===== src/rtl/ncl_dr_word_rx.sv =====
// ncl_dr_word_rx: NCL dual-rail word receiver; converts DATA wavefronts to a valid/ready word stream.
// Rev 1.0. Optional one-entry skid register enabled by NCL_DR_RX_SKID_EN.
`default_nettype none

module ncl_dr_word_rx #(
  parameter int WIDTH       = 8,
  parameter int SYNC_STAGES = 2
) (
  input  logic               clk,
  input  logic               rst_n,
  input  logic [2*WIDTH-1:0] dr_in,
  output logic               ko,
  output logic [WIDTH-1:0]   out_data,
  output logic               out_valid,
  input  logic               out_ready,
  output logic               err_illegal
);

  typedef enum logic [2:0] {
    S_INIT      = 3'd0,
    S_REQ_DATA  = 3'd1,
    S_WAIT_BOTH = 3'd2,
    S_WAIT_NULL = 3'd3,
    S_WAIT_ACC  = 3'd4
  } state_t;

  state_t             state;
  logic [2*WIDTH-1:0] sync_q [SYNC_STAGES];
  logic [2*WIDTH-1:0] s;
  logic [WIDTH-1:0]   pair_one;
  logic [WIDTH-1:0]   pair_both;
  logic [WIDTH-1:0]   dec;
  logic               data_complete;
  logic               all_null;
  logic               illegal;
  logic               pop;
  logic               room;

  always_ff @(posedge clk) begin
    if (!rst_n) begin
      for (int k = 0; k < SYNC_STAGES; k++) sync_q[k] <= '0;
    end else begin
      sync_q[0] <= dr_in;
      for (int k = 1; k < SYNC_STAGES; k++) sync_q[k] <= sync_q[k-1];
    end
  end

  assign s = sync_q[SYNC_STAGES-1];

  generate
    for (genvar i = 0; i < WIDTH; i++) begin : g_pair
      assign pair_one[i]  = s[2*i] ^ s[2*i+1];
      assign pair_both[i] = s[2*i] & s[2*i+1];
      assign dec[i]       = s[2*i+1];
    end
  endgenerate

  assign data_complete = &pair_one;
  assign all_null      = ~|s;
  assign illegal       = |pair_both;
  assign pop           = out_valid & out_ready;

`ifdef NCL_DR_RX_SKID_EN
  logic             skid_full;
  logic [WIDTH-1:0] skid_data;
  // Room remains for another word unless both entries stay occupied this cycle.
  assign room = !(skid_full && !pop);
`else
  assign room = !(out_valid && !pop);
`endif

  always_ff @(posedge clk) begin
    if (!rst_n) begin
      state       <= S_INIT;
      ko          <= 1'b0;
      out_valid   <= 1'b0;
      out_data    <= '0;
      err_illegal <= 1'b0;
`ifdef NCL_DR_RX_SKID_EN
      skid_full   <= 1'b0;
      skid_data   <= '0;
`endif
    end else begin
      if (illegal) err_illegal <= 1'b1;

      if (pop) begin
`ifdef NCL_DR_RX_SKID_EN
        out_valid <= skid_full;
        if (skid_full) out_data <= skid_data;
        skid_full <= 1'b0;
`else
        out_valid <= 1'b0;
`endif
      end

      case (state)
        S_INIT: begin
          if (all_null) begin
            state <= S_REQ_DATA;
            ko    <= 1'b1;
          end
        end
        S_REQ_DATA: begin
          if (data_complete) begin
            state <= S_WAIT_BOTH;
            ko    <= 1'b0;
`ifdef NCL_DR_RX_SKID_EN
            if (out_valid && !pop) begin
              skid_data <= dec;
              skid_full <= 1'b1;
            end else begin
              out_data  <= dec;
              out_valid <= 1'b1;
            end
`else
            out_data  <= dec;
            out_valid <= 1'b1;
`endif
          end
        end
        S_WAIT_BOTH: begin
          if (all_null && room) begin
            state <= S_REQ_DATA;
            ko    <= 1'b1;
          end else if (all_null) begin
            state <= S_WAIT_ACC;
          end else if (pop) begin
            state <= S_WAIT_NULL;
          end
        end
        S_WAIT_NULL: begin
          if (all_null) begin
            state <= S_REQ_DATA;
            ko    <= 1'b1;
          end
        end
        S_WAIT_ACC: begin
          if (pop) begin
            state <= S_REQ_DATA;
            ko    <= 1'b1;
          end
        end
        default: begin
          state <= S_INIT;
          ko    <= 1'b0;
        end
      endcase
    end
  end

endmodule

`default_nettype wire


===== config.mk =====
export PLATFORM = sky130hd
export DESIGN_NAME = ncl_dr_word_rx
export DESIGN_NICKNAME = d
export VERILOG_FILES = /design/src/rtl/ncl_dr_word_rx.sv
export SDC_FILE = /design/constraint.sdc
export NUM_CORES = 1
export LEC_CHECK = 0
export ABC_AREA = 1
export CAP_MARGIN = 20
export CORE_UTILIZATION = 38
export DETAILED_ROUTE_END_ITERATION = 8
export HOLD_SLACK_MARGIN = 0.1
export PLACE_DENSITY = 0.67
export SYNTH_ARGS = -nofsm -noshare
export SYNTH_HDL_FRONTEND = slang
export SYNTH_SLANG_ARGS = --single-unit

===== constraint.sdc =====
create_clock -name clk -period 2.6 [get_ports clk]
set_input_delay 0.52 -clock clk [delete_from_list [all_inputs] [get_ports clk]]
set_output_delay 0.52 -clock clk [all_outputs]
set_load 0.005 [all_outputs]

=== Yosys cells after proc, flatten, opt, wreduce, memory -nomap -nowiden ===
Memories as Yosys holds them, arrays and structs flattened.
Cells that the tools add are included.

* Bits in registers: 14
* Bits in writable memories: 32
* Bits of input ports: 19
* Output and inout bits: 11
* Word-level logic and storage cells: 66
* Memories: 1

{| class="wikitable"
|+ Memory list
! memory !! depth !! width !! rd ports !! clocked after memory_dff !! write ports !! line !! RTL
|-
| sync_q || 2 || 16 || 2 || 0 || 2 || 28 || <nowiki>logic [2*WIDTH-1:0] sync_q [SYNC_STAGES];</nowiki>
|}

* Equal/unequal tests: 9
* Muxes and demuxes: 19
* Bitwise gates (word level): 19
* Reduce and logical (&&, ||, !) cells: 13

{| class="wikitable"
|+ Operators by type and width
! cell !! number
|-
| $mux 16 || 2
|-
| $mux 3 || 6
|-
| $reduce_or 16->1 || 1
|-
| $pmux 3 s4 || 1
|-
| $and 1x1->1 || 9
|-
| $mux 1 || 9
|-
| $reduce_and 9->1 || 1
|-
| $ne 2x2->1 const B || 4
|-
| $reduce_and 4->1 || 2
|-
| $reduce_and 8->1 || 1
|-
| $reduce_or 8->1 || 1
|-
| $xor 1x1->1 || 8
|-
| $eq 3x2->1 const B || 2
|-
| $ne 4x4->1 const B || 1
|-
| $pmux 1 s4 || 1
|-
| $eq 3x1->1 const B || 1
|-
| $eq 3x3->1 const B || 1
|-
| $logic_not 1->1 || 3
|-
| $logic_not 3->1 || 1
|-
| $logic_and 1x1->1 || 2
|-
| $or 1x1->1 || 2
|-
| $reduce_or 2->1 || 1
|}

=== Depth between registers and ports, before layout ===
* Word-level depth: 7
* Gate-level depth with buffers: 11
* Mapped depth without buffers: 11

=== Worst setup path before layout ===
OpenSTA, ideal clock, no wires.

* Kind: flip-flop to flip-flop
* From: mem sync_q[0][21] in the netlist's numbering
* To: reg state[1]
* Setup time: 0.113 ns
* Data arrival time: 1.354 ns
* Required time: 2.487 ns
* Slack: 1.133 ns
* Stages on the path, launching flop included: 12
* Buffers on the path: 0
* Clock period less this slack: 1.467 ns
* Path through: dfxtp_1 > inv_1 > ha_1 > nand2_1 > nor2_1 > nand2_1 > nand2_1 > nand2_2 > nor2_4 > nand2_1 > nand2_1 > nor2_1

{| class="wikitable"
|+ RTL lines
! item !! line !! RTL
|-
| start, declared || 28 ||
|-
| end signal, assigned || 74 || <nowiki>state <= S_INIT;</nowiki>
|-
| end signal, assigned || 99 || <nowiki>state <= S_REQ_DATA;</nowiki>
|-
| end signal, assigned || 105 || <nowiki>state <= S_WAIT_BOTH;</nowiki>
|-
| end, declared || 27 || <nowiki>state_t state;</nowiki>
|}

=== Final worst setup path ===
* From: reg err_illegal
* To: out err_illegal

{| class="wikitable"
|+ RTL lines
! item !! line !! RTL
|-
| start, declared || 16 || <nowiki>output logic err_illegal</nowiki>
|-
| start signal, assigned || 78 || <nowiki>err_illegal <= 1'b0;</nowiki>
|-
| start signal, assigned || 84 || <nowiki>if (illegal) err_illegal <= 1'b1;</nowiki>
|}

No word-level cell between the ends.

==> metrics.txt <==
Sink Count 46; Filler Cell Count ~450; Starting Density between 40% and 50%; Post-Synth Adder-Cell Area between 10% and 20%; crit path kind reg2out; max-cap viol count 0; Post-CTS Setup Inserts 0; antenna violations before repair 0; HPWL after DPL approximately 2100 um; WP buf/inv 1; worst relative slew slack between 60 and 70%; Critical Path AT 1.19 ns; Core Rows 25; DRT Pass-1 Iters 4; Worst Tran Pin Value about 0.57 ns; crit-path cells clkdlybuf4s50_1; Critical Path Slowest Stage Cell clkdlybuf4s50_1; hold buffer count at cts 0; CP delay by family, top buffers and inverters; Post-synth EDFFs 0; largest net degree at the start of global routing 35; hold path depth 2; gr busiest metal met2; complex-gate fraction of the synthesized area between 8 and 9%; Port-buffer cells 29; ys flop type dfxtp_1; fraction of synthesized area in multiplexers 0%; via count approximately 1.3k; skew final around 0.0041 ns; H-tree Lvls 2; RSZ-0062 raised after global routing false; dominant cells by area after synthesis dfxtp_1, inv_1, nand2_1; Final Hold Viols 0; IO Count 30; mapped cell area about 1900 sq um; clk slew on worst S/H paths about 0.090 ns; Worst Reg-to-Reg Cells 10; top-count cell post-synth inv_1; Initial DRC Count between 40 and 50; area fraction of the dominant cell type after synthesis between 40 and 50%; Post-Syn Nets between 200 and 300; crit share post-route ~66%; cells after synthesis between 200 and 250; Final nets 300; M1 GR Usage about 15%; FF/Latch Area ~900 sq um; Post-synth ARST share 0%; Power Total roughly 1.6 mW; cell area power density between 600 and 700 nW/um^2; post-CTS sizing 0; Worst Path Required 2.08 ns; LEAKAGE around 1.2 nW; Setup Viol. Count Final 0; CTS buffer count 5; Seq/Total Area, Yosys ~48%; gr usage total between 10% and 20%; die area approximately 5300 sq um; DR WL/cell 8.59 um; clk buf depth 2; Endpoint, Worst Hold sync_q[0][21]$_SDFF_PN0_; R2R setup slack just over 0.9 ns; met2 usage 20.5%; first-pass GRT wire length between 5000 and 6000 um; Final GP Congestion between 0.7 and 0.8; worst reg2reg endpoint state[0]$_SDFFE_PN0P_; fin util 49.8%; Worst IR Drop VDD a little under 0.3 mV; area of the multi-input gates roughly 740 sq um; XOR/XNOR share of the synthesized area 0%; Synth cell types 21; largest family of logic cells by synthesized area simple AND/OR/NAND/NOR gates; synthesized flop and latch total 46; Layout area overhead 24.3%; critical path fanouts, max 2; min Tclk post-route approximately 1.7 ns; number of cells on the critical path 1; Setup TNS Final 0 ns; area leader, netlist dfxtp_1; Simple-Gate Fraction of Synth Area 20.1%; Worst setup EP type output pin; # DRC 0; reg2reg start sync_q[0][27]$_SDFF_PN0_; Skew-Pair Late Insertion Delay 0.31 ns; FMAX a little under 600 MHz; Setup crit start kind register; Post-synth top cells inv_1, nand2_1, dfxtp_1; Ys Warns 0; Routed WL between 2000 and 3000 um; met3 usage 3.31%; Max Slew Vio Count 0; Die Width ~73 um; Root Driver clkbuf_8; n_diodes 0; core footprint about 4800 sq um; Via density roughly 4.0; CTS tree built; vias in the first global route around 1.2k; Die H around 73 um; Hold WC Path Type reg2reg; Syn Area/Cell 8.20 sq um; share of layout cells above drive strength 1 between 10% and 20%; GR Overflow Total 0; HP Start sync_q[0][5]$_SDFF_PN0_; antenna viol nets, final 0; largest stage delay on the critical path slightly above 0.5 ns; outcome completed
-- metal layers --
layer	part of all wire (%)	wire length, um	up-vias
met5	0	0	-
met4	2.5	72	0
met3	5.5	157	7
met2	44	1260	31
met1	48	1370	549
li1	-	-	746
-- cell type report --
cell class / count / share of cell area [%]
multi-input cells: 122 / 31.0
clock buffers: 5 / 2.89
well taps: 67 / 3.52
inverters: 60 / 9.44
flip-flops and latches: 46 / 38.6
repair buffers: 30 / 12.5
clock inverters: 3 / 2.05
-- layout by cell type (no fill, tap or decap) --
master and n:
dfxtp_1 46, nand3_4 1, clkdlybuf4s50_1 29, nor3_2 1, inv_2 2, a21oi_1 6, a31oi_1 1, clkinvlp_4 1
clkbuf_8 5, nand2_2 4, nor2_4 2, inv_8 1, inv_1 58, buf_4 1, bufinv_16 1, a211oi_2 8
nand2_1 54, o21a_1 1, nand3_1 5, o21ai_0 2, ha_1 16, nor4_1 1, nor3_1 1, nor2_1 19
-- state kept, by name, summed over array words and instances (netlist names) --
name         flops
out_data         8
ko               1
err_illegal      1
sync_q          32
state            3
out_valid        1
-- power breakdown --
group	internal, mW	leakage [nW]	switching [mW]
Sequential	0.743	0.378	0.0279
Combinational	0.110	0.773	0.129
Clock	0.292	0.0563	0.251
-- cell families after synthesis --
kind of cell	count (synthesis)
compound gates	18
fa+ha+maj	16
buf+inv	66
flops	46
simple gates	88
-- worst reg2reg max path, delay by kind of cell (launching register included) --
family / cells / cell delay, ns
DFF: 1 / 0.40
AOI/OAI and AO/OA: 1 / 0.13
buffers and inverters: 1 / 0.06
adders and majority gates: 1 / 0.27
and+or+nand+nor: 7 / 0.73
-- worst max path at each step --
stage                                        to  slack (ns)                      from
after floorplan           state[1]$_SDFFE_PN0P_        1.13  sync_q[0][21]$_SDFF_PN0_
after global placement    state[1]$_SDFFE_PN0P_        0.93                 out_ready
after detailed placement  state[1]$_SDFFE_PN0P_        0.91                 out_ready
after CTS                           err_illegal        0.88  err_illegal$_SDFFE_PN0P_
after global routing      state[0]$_SDFFE_PN0P_        0.72  sync_q[0][31]$_SDFF_PN0_
final                               err_illegal        0.89  err_illegal$_SDFFE_PN0P_
-- per-stage QoR --
step                instances  cell area [sq um]  hold slack (ns)  setup WS, ns
floorplan                 234               1920            0.390          1.13
detailed placement        325               2270            0.397         0.911
CTS                       333               2380            0.415         0.877
global placement          325               2270            0.395         0.934
finish                    333               2380            0.412         0.892
global route              333               2380            0.444         0.717
Power figures use the tool's default switching activity.
==> RTL edit 1: new RTL, same flow settings <==
Build with the macro `NCL_DR_RX_SKID_EN` defined.
--- a/src/rtl/ncl_dr_word_rx.sv
+++ b/src/rtl/ncl_dr_word_rx.sv
@@ -3,2 +3,4 @@
 `default_nettype none
+
+`define NCL_DR_RX_SKID_EN
 
Check against the original RTL: not equivalent (a bounded check fails within 10 cycles, from zero or initial values and one cycle with rst_n low).
==> RTL edit 1 against the unedited design <==
Synthesized area is 18% higher; setup slack worse by 45 ps; via count up 24%; sequential cell count increased by 9; power up 12%; final area increased by 15%; routed wire length grew 27%; clock power is 7.2% lower; critical path type is now flip-flop to flip-flop; critical endpoint is now skid_data[3]$_SDFFE_PN0P_.
==> RTL edit 1: results (changes against the unedited design) <==
stage	metric	value	unit	change
worst_setup_path	launching point of the worst reg2reg path	sync_q[0][29]$_SDFF_PN0_		
power	Max VDD drop	0.2438	mV	-18%
cells_and_area	nets	360		+20%
worst_setup_path	cell count of the worst reg-to-reg path	9		-1
global_route	Global Route Usage Sum	12.50	%	-0.27 points
synth	most frequent cells after synthesis	nand2_1 (81), inv_1 (63), dfxtp_1 (55)		
route	met1 wire length	1927	um	+41%
route	WL/cell	9.151	um	+6.6%
sta	final setup margin	847.3	ps	-44.95 ps
global_route	pin count of the biggest net entering global routing	26		-26%
synth	top cells by area, synth	dfxtp_1 (49%), nand2_1 (13%), inv_1 (10%)		
route	routed wl met3	121	um	-23%
global_route	first-pass GRT wire length	6092	um	+20%
synth	sequential fraction of the synthesis area	48.54	%	+0.53 points
route	met2 wire len	1548	um	+23%
route	initial detailed-routing violation count	79		+80%
cells_and_area	Largest regs	sync_q: 32 flops, out_data: 8 flops, skid_data: 8 flops		
synth	Compound-Gate Fraction of Synth Area	7.446	%	-0.58 points
place	HPWL Detailed	2781	um	+31%
place	pre-CTS setup slack	668.3	ps	-242.9 ps
worst_setup_path	crit path max fanout	16		+14
global_route	vias in the first global route	1399		+13%
synth	synthesized area	2268	um2	+18%
run_status	status	finished, final reports clean		
worst_setup_path	CP Launch Point	sync_q[0][29]$_SDFF_PN0_		
-- RTL edit 1: cell families (layout without fill, tap and decap cells) --
kind of cell / Yosys count / after routing
AND/OR/NAND/NOR: 119 / 119
flip-flops: 55 / 55
buffers and inverters: 72 / 105
adder cells (fa/ha/maj): 16 / 16
AO/OA/AOI/OAI: 31 / 31
-- RTL edit 1: layout make-up --
class | count | area, um2
repair buffers | 32 | 312.8
flip-flops and latches | 55 | 1101
well taps | 72 | 90.09
multi-input cells | 166 | 887.1
clock inverters | 3 | 28.78
clock buffers | 5 | 68.82
fillers | 562 | 2909
inverters | 65 | 244.0
-- RTL edit 1: worst max-delay path: cells and delay by family (launching register included) --
family | cells | cell delay, ps
DFF | 1 | 390
buffers and inverters | 2 | 260
AOI/OAI and AO/OA | 2 | 260
adders and majority gates | 1 | 270
and+or+nand+nor | 4 | 460
-- RTL edit 1: worst min-delay path by stage --
stage | to | cells after the start
finish | sync_q[0][22]$_SDFF_PN0_ | 2
global route | sync_q[0][31]$_SDFF_PN0_ | 2
CTS | sync_q[0][22]$_SDFF_PN0_ | 2
detailed placement | sync_q[0][28]$_SDFF_PN0_ | 2
global placement | sync_q[0][28]$_SDFF_PN0_ | 2
floorplan | sync_q[0][16]$_SDFF_PN0_ | 2
-- RTL edit 1: power by group through the flow --
stage                     sequential, W  combinational (W)  clock, W
after floorplan                0.000943           0.000226         0
after global placement         0.000948           0.000307         0
after CTS                      0.000929           0.000312  0.000523
after detailed placement       0.000948           0.000310         0
after global routing           0.000938           0.000366  0.000555
final                          0.000929           0.000308  0.000505
-- RTL edit 1: metal layers --
metal,GRT usage (%),vias to the layer above
met1,16.87,674
li1,-,940
met3,3.448,4
met5,0,-
met4,4.909,0
met2,18.79,30
-- RTL edit 1: stage by stage --
stage               util (%)  hold WS [ps]  total power, W  cell area, um2  instances
floorplan                  -         390.5        0.001168            2268        293
global placement       46.71         394.7        0.001255            2635        390
detailed placement     46.71         398.4        0.001258            2635        390
CTS                    48.44         423.6        0.001764            2733        398
global route           48.44         435.1        0.001858            2733        398
finish                 48.44         420.8        0.001742            2733        398
==> RTL edit 2: new RTL, same flow settings <==
Made on the original files. Re-encode `state_t` (5 states) as Gray code, 3 bits wide.
--- a/src/rtl/ncl_dr_word_rx.sv
+++ b/src/rtl/ncl_dr_word_rx.sv
@@ -19,7 +19,7 @@
   typedef enum logic [2:0] {
-    S_INIT      = 3'd0,
-    S_REQ_DATA  = 3'd1,
-    S_WAIT_BOTH = 3'd2,
-    S_WAIT_NULL = 3'd3,
-    S_WAIT_ACC  = 3'd4
+    S_INIT      = 3'b000,
+    S_REQ_DATA  = 3'b001,
+    S_WAIT_BOTH = 3'b011,
+    S_WAIT_NULL = 3'b010,
+    S_WAIT_ACC  = 3'b110
   } state_t;
Function: same outputs for any inputs over 10 cycles, from zero or initial values and one cycle with rst_n low; not proved beyond that.
==> RTL edit 2 against the unedited design <==
Hold slack better by 4.0 ps; synthesized area decreased by 2.9%; largest cell class unchanged; final area fell by 3.4%; sequential cell count is the same; sequential power is 3% lower; routed wire length shrank 6.6%; power shrank 16%; setup slack better by 9.1 ps; synthesized cell count shrank 1.3%.
==> RTL edit 2: results (changes against the unedited design) <==
stage	metric	value	unit	change
synth	top cells by area, synth	dfxtp_1 (49%), inv_1 (11%), ha_1 (11%)		
worst_setup_path	Crit path max-delay family	buffers and inverters		
global_route	Global Route Usage Sum	12.28	%	-0.50 points
global_route	pin count of the biggest net entering global routing	17		-51%
synth	most frequent cells after synthesis	inv_1 (56), nand2_1 (52), dfxtp_1 (46)		
synth	Adder-Cell Fraction of Synth Area	10.75	%	+0.31 points
route	WL/cell	8.042	um	-6.3%
clocking	Worst-Skew Late Latency	300	ps	
global_route	vias in the first global route	1206		-2.5%
cells_and_area	number of non-clock buffers	32		+6.7%
place	pre-CTS setup slack	732.4	ps	-178.8 ps
cells_and_area	#MultiIn Comb	120		-1.6%
synth	mux share of post-synthesis cell area	0	%	unchanged
cells_and_area	Non-clock inverters	59		-1.7%
hold_path	Worst Hold Launch	sync_q[0][8]$_SDFF_PN0_		
cells_and_area	buffering overhead	13.57	%	+1.1 points
synth	syn nets	266		-1.1%
synth	Async S/R FF share, synth	0	%	unchanged
worst_setup_path	crit path max fanout	2		unchanged
cells_and_area	Fillers	474		+4.4%
place	Port Buffers	29		unchanged
synth	Compound-Gate Fraction of Synth Area	7.320	%	-0.70 points
synth	Yosys cell types	24		+14%
place	HPWL Detailed	2127	um	+0.35%
cells_and_area	fraction of area in multi-input gates	29.15	%	-1.9 points
worst_setup_path	worst r2r dst	state[1]$_SDFFE_PN0P_		
synth	sequential fraction of the synthesis area	49.43	%	+1.4 points
cells_and_area	Final clock-cell share	3.963	%	-0.97 points
run_status	status	finished, final reports clean		
worst_setup_path	cell count of the worst reg-to-reg path	11		+1
global_route	first-pass GRT wire length	4823	um	-5.3%
synth	Synth Flop Type	dfxtp_1		
worst_setup_path	Critical Path Slowest Stage Cell	clkdlybuf4s50_1		
cells_and_area	Register Area	920.9	um2	unchanged
cells_and_area	number of sequential cells	46		unchanged
hold_path	Hold Crit Endpoint	sync_q[0][24]$_SDFF_PN0_		
power	Max VDD drop	0.3335	mV	+13%
clocking	clk slew on worst S/H paths	90	ps	about the same
sta	Final Skew	7.169	ps	+3.075 ps
sta	Hold Slack	415.9	ps	+3.994 ps
cells_and_area	nets	299		-0.33%
sta	Max-slew headroom	60.80	%	-1.4 points
worst_setup_path	Reg2Reg Setup Slack	1020	ps	+90 ps
route	initial detailed-routing violation count	42		-4.5%
cells_and_area	share of cells above drive strength 1	8.679	%	-1.5 points
synth	post-synthesis xor/xnor area fraction	0	%	unchanged
synth	Warnings, synthesis	0		unchanged
power	Lkg Pwr	1.211	nW	+0.31%
clocking	CTS Buffer Depth	2		unchanged
route	vias	1316		-1.3%
place	Placer Congestion	0.8001		+5.9%
clocking	htree depth	2		unchanged
==> RTL edit 2: worst max path at each step <==
| stage | startpoint | endpoint | slack, ps | cells past startpoint |
|---|---|---|---|---|
| final | out_data[5]$_SDFFE_PN0P_ | out_data[5] | 900 | 1 |
| after global routing | sync_q[0][23]$_SDFF_PN0_ | state[1]$_SDFFE_PN0P_ | 790 | 11 |
| after CTS | out_data[5]$_SDFFE_PN0P_ | out_data[5] | 880 | 1 |
| after detailed placement | rst_n | sync_q[0][5]$_SDFF_PN0_ | 730 | 4 |
| after global placement | rst_n | sync_q[0][6]$_SDFF_PN0_ | 770 | 4 |
| after floorplan | sync_q[0][27]$_SDFF_PN0_ | state[1]$_SDFFE_PN0P_ | 1220 | 11 |
==> RTL edit 2: routing by layer <==
metal | part of all wire, % | routed length (um) | up-vias | GRT usage (%)
met5 | 0 | 0 | - | 0
met3 | 4.3 | 114 | 6 | 3.750
met1 | 43 | 1153 | 537 | 12.80
met4 | 2.8 | 74 | 0 | 7.625
met2 | 50 | 1327 | 31 | 21.59
li1 | - | - | 742 | -
==> RTL edit 2: power breakdown <==
group | switching, W | internal [W]
sequential | 0.0000161 | 0.000734
combinational | 0.0000594 | 0.0000627
clock | 0.000240 | 0.000194
total | 0.000316 | 0.000991
==> RTL edit 2: worst min-delay path: cells and delay by family, from the launching register on <==
kind                   cells  cell delay (ps)
flip-flops                 1              310
buffers and inverters      1               40
AND/OR/NAND/NOR            1               40
==> RTL edit 2: through the flow <==
step / instances / area (um2)
6_report: 332 / 2305
5_1_grt: 332 / 2305
4_1_cts: 332 / 2305
3_5_place_dp: 324 / 2213
3_3_place_gp: 324 / 2213
2_1_floorplan: 231 / 1863
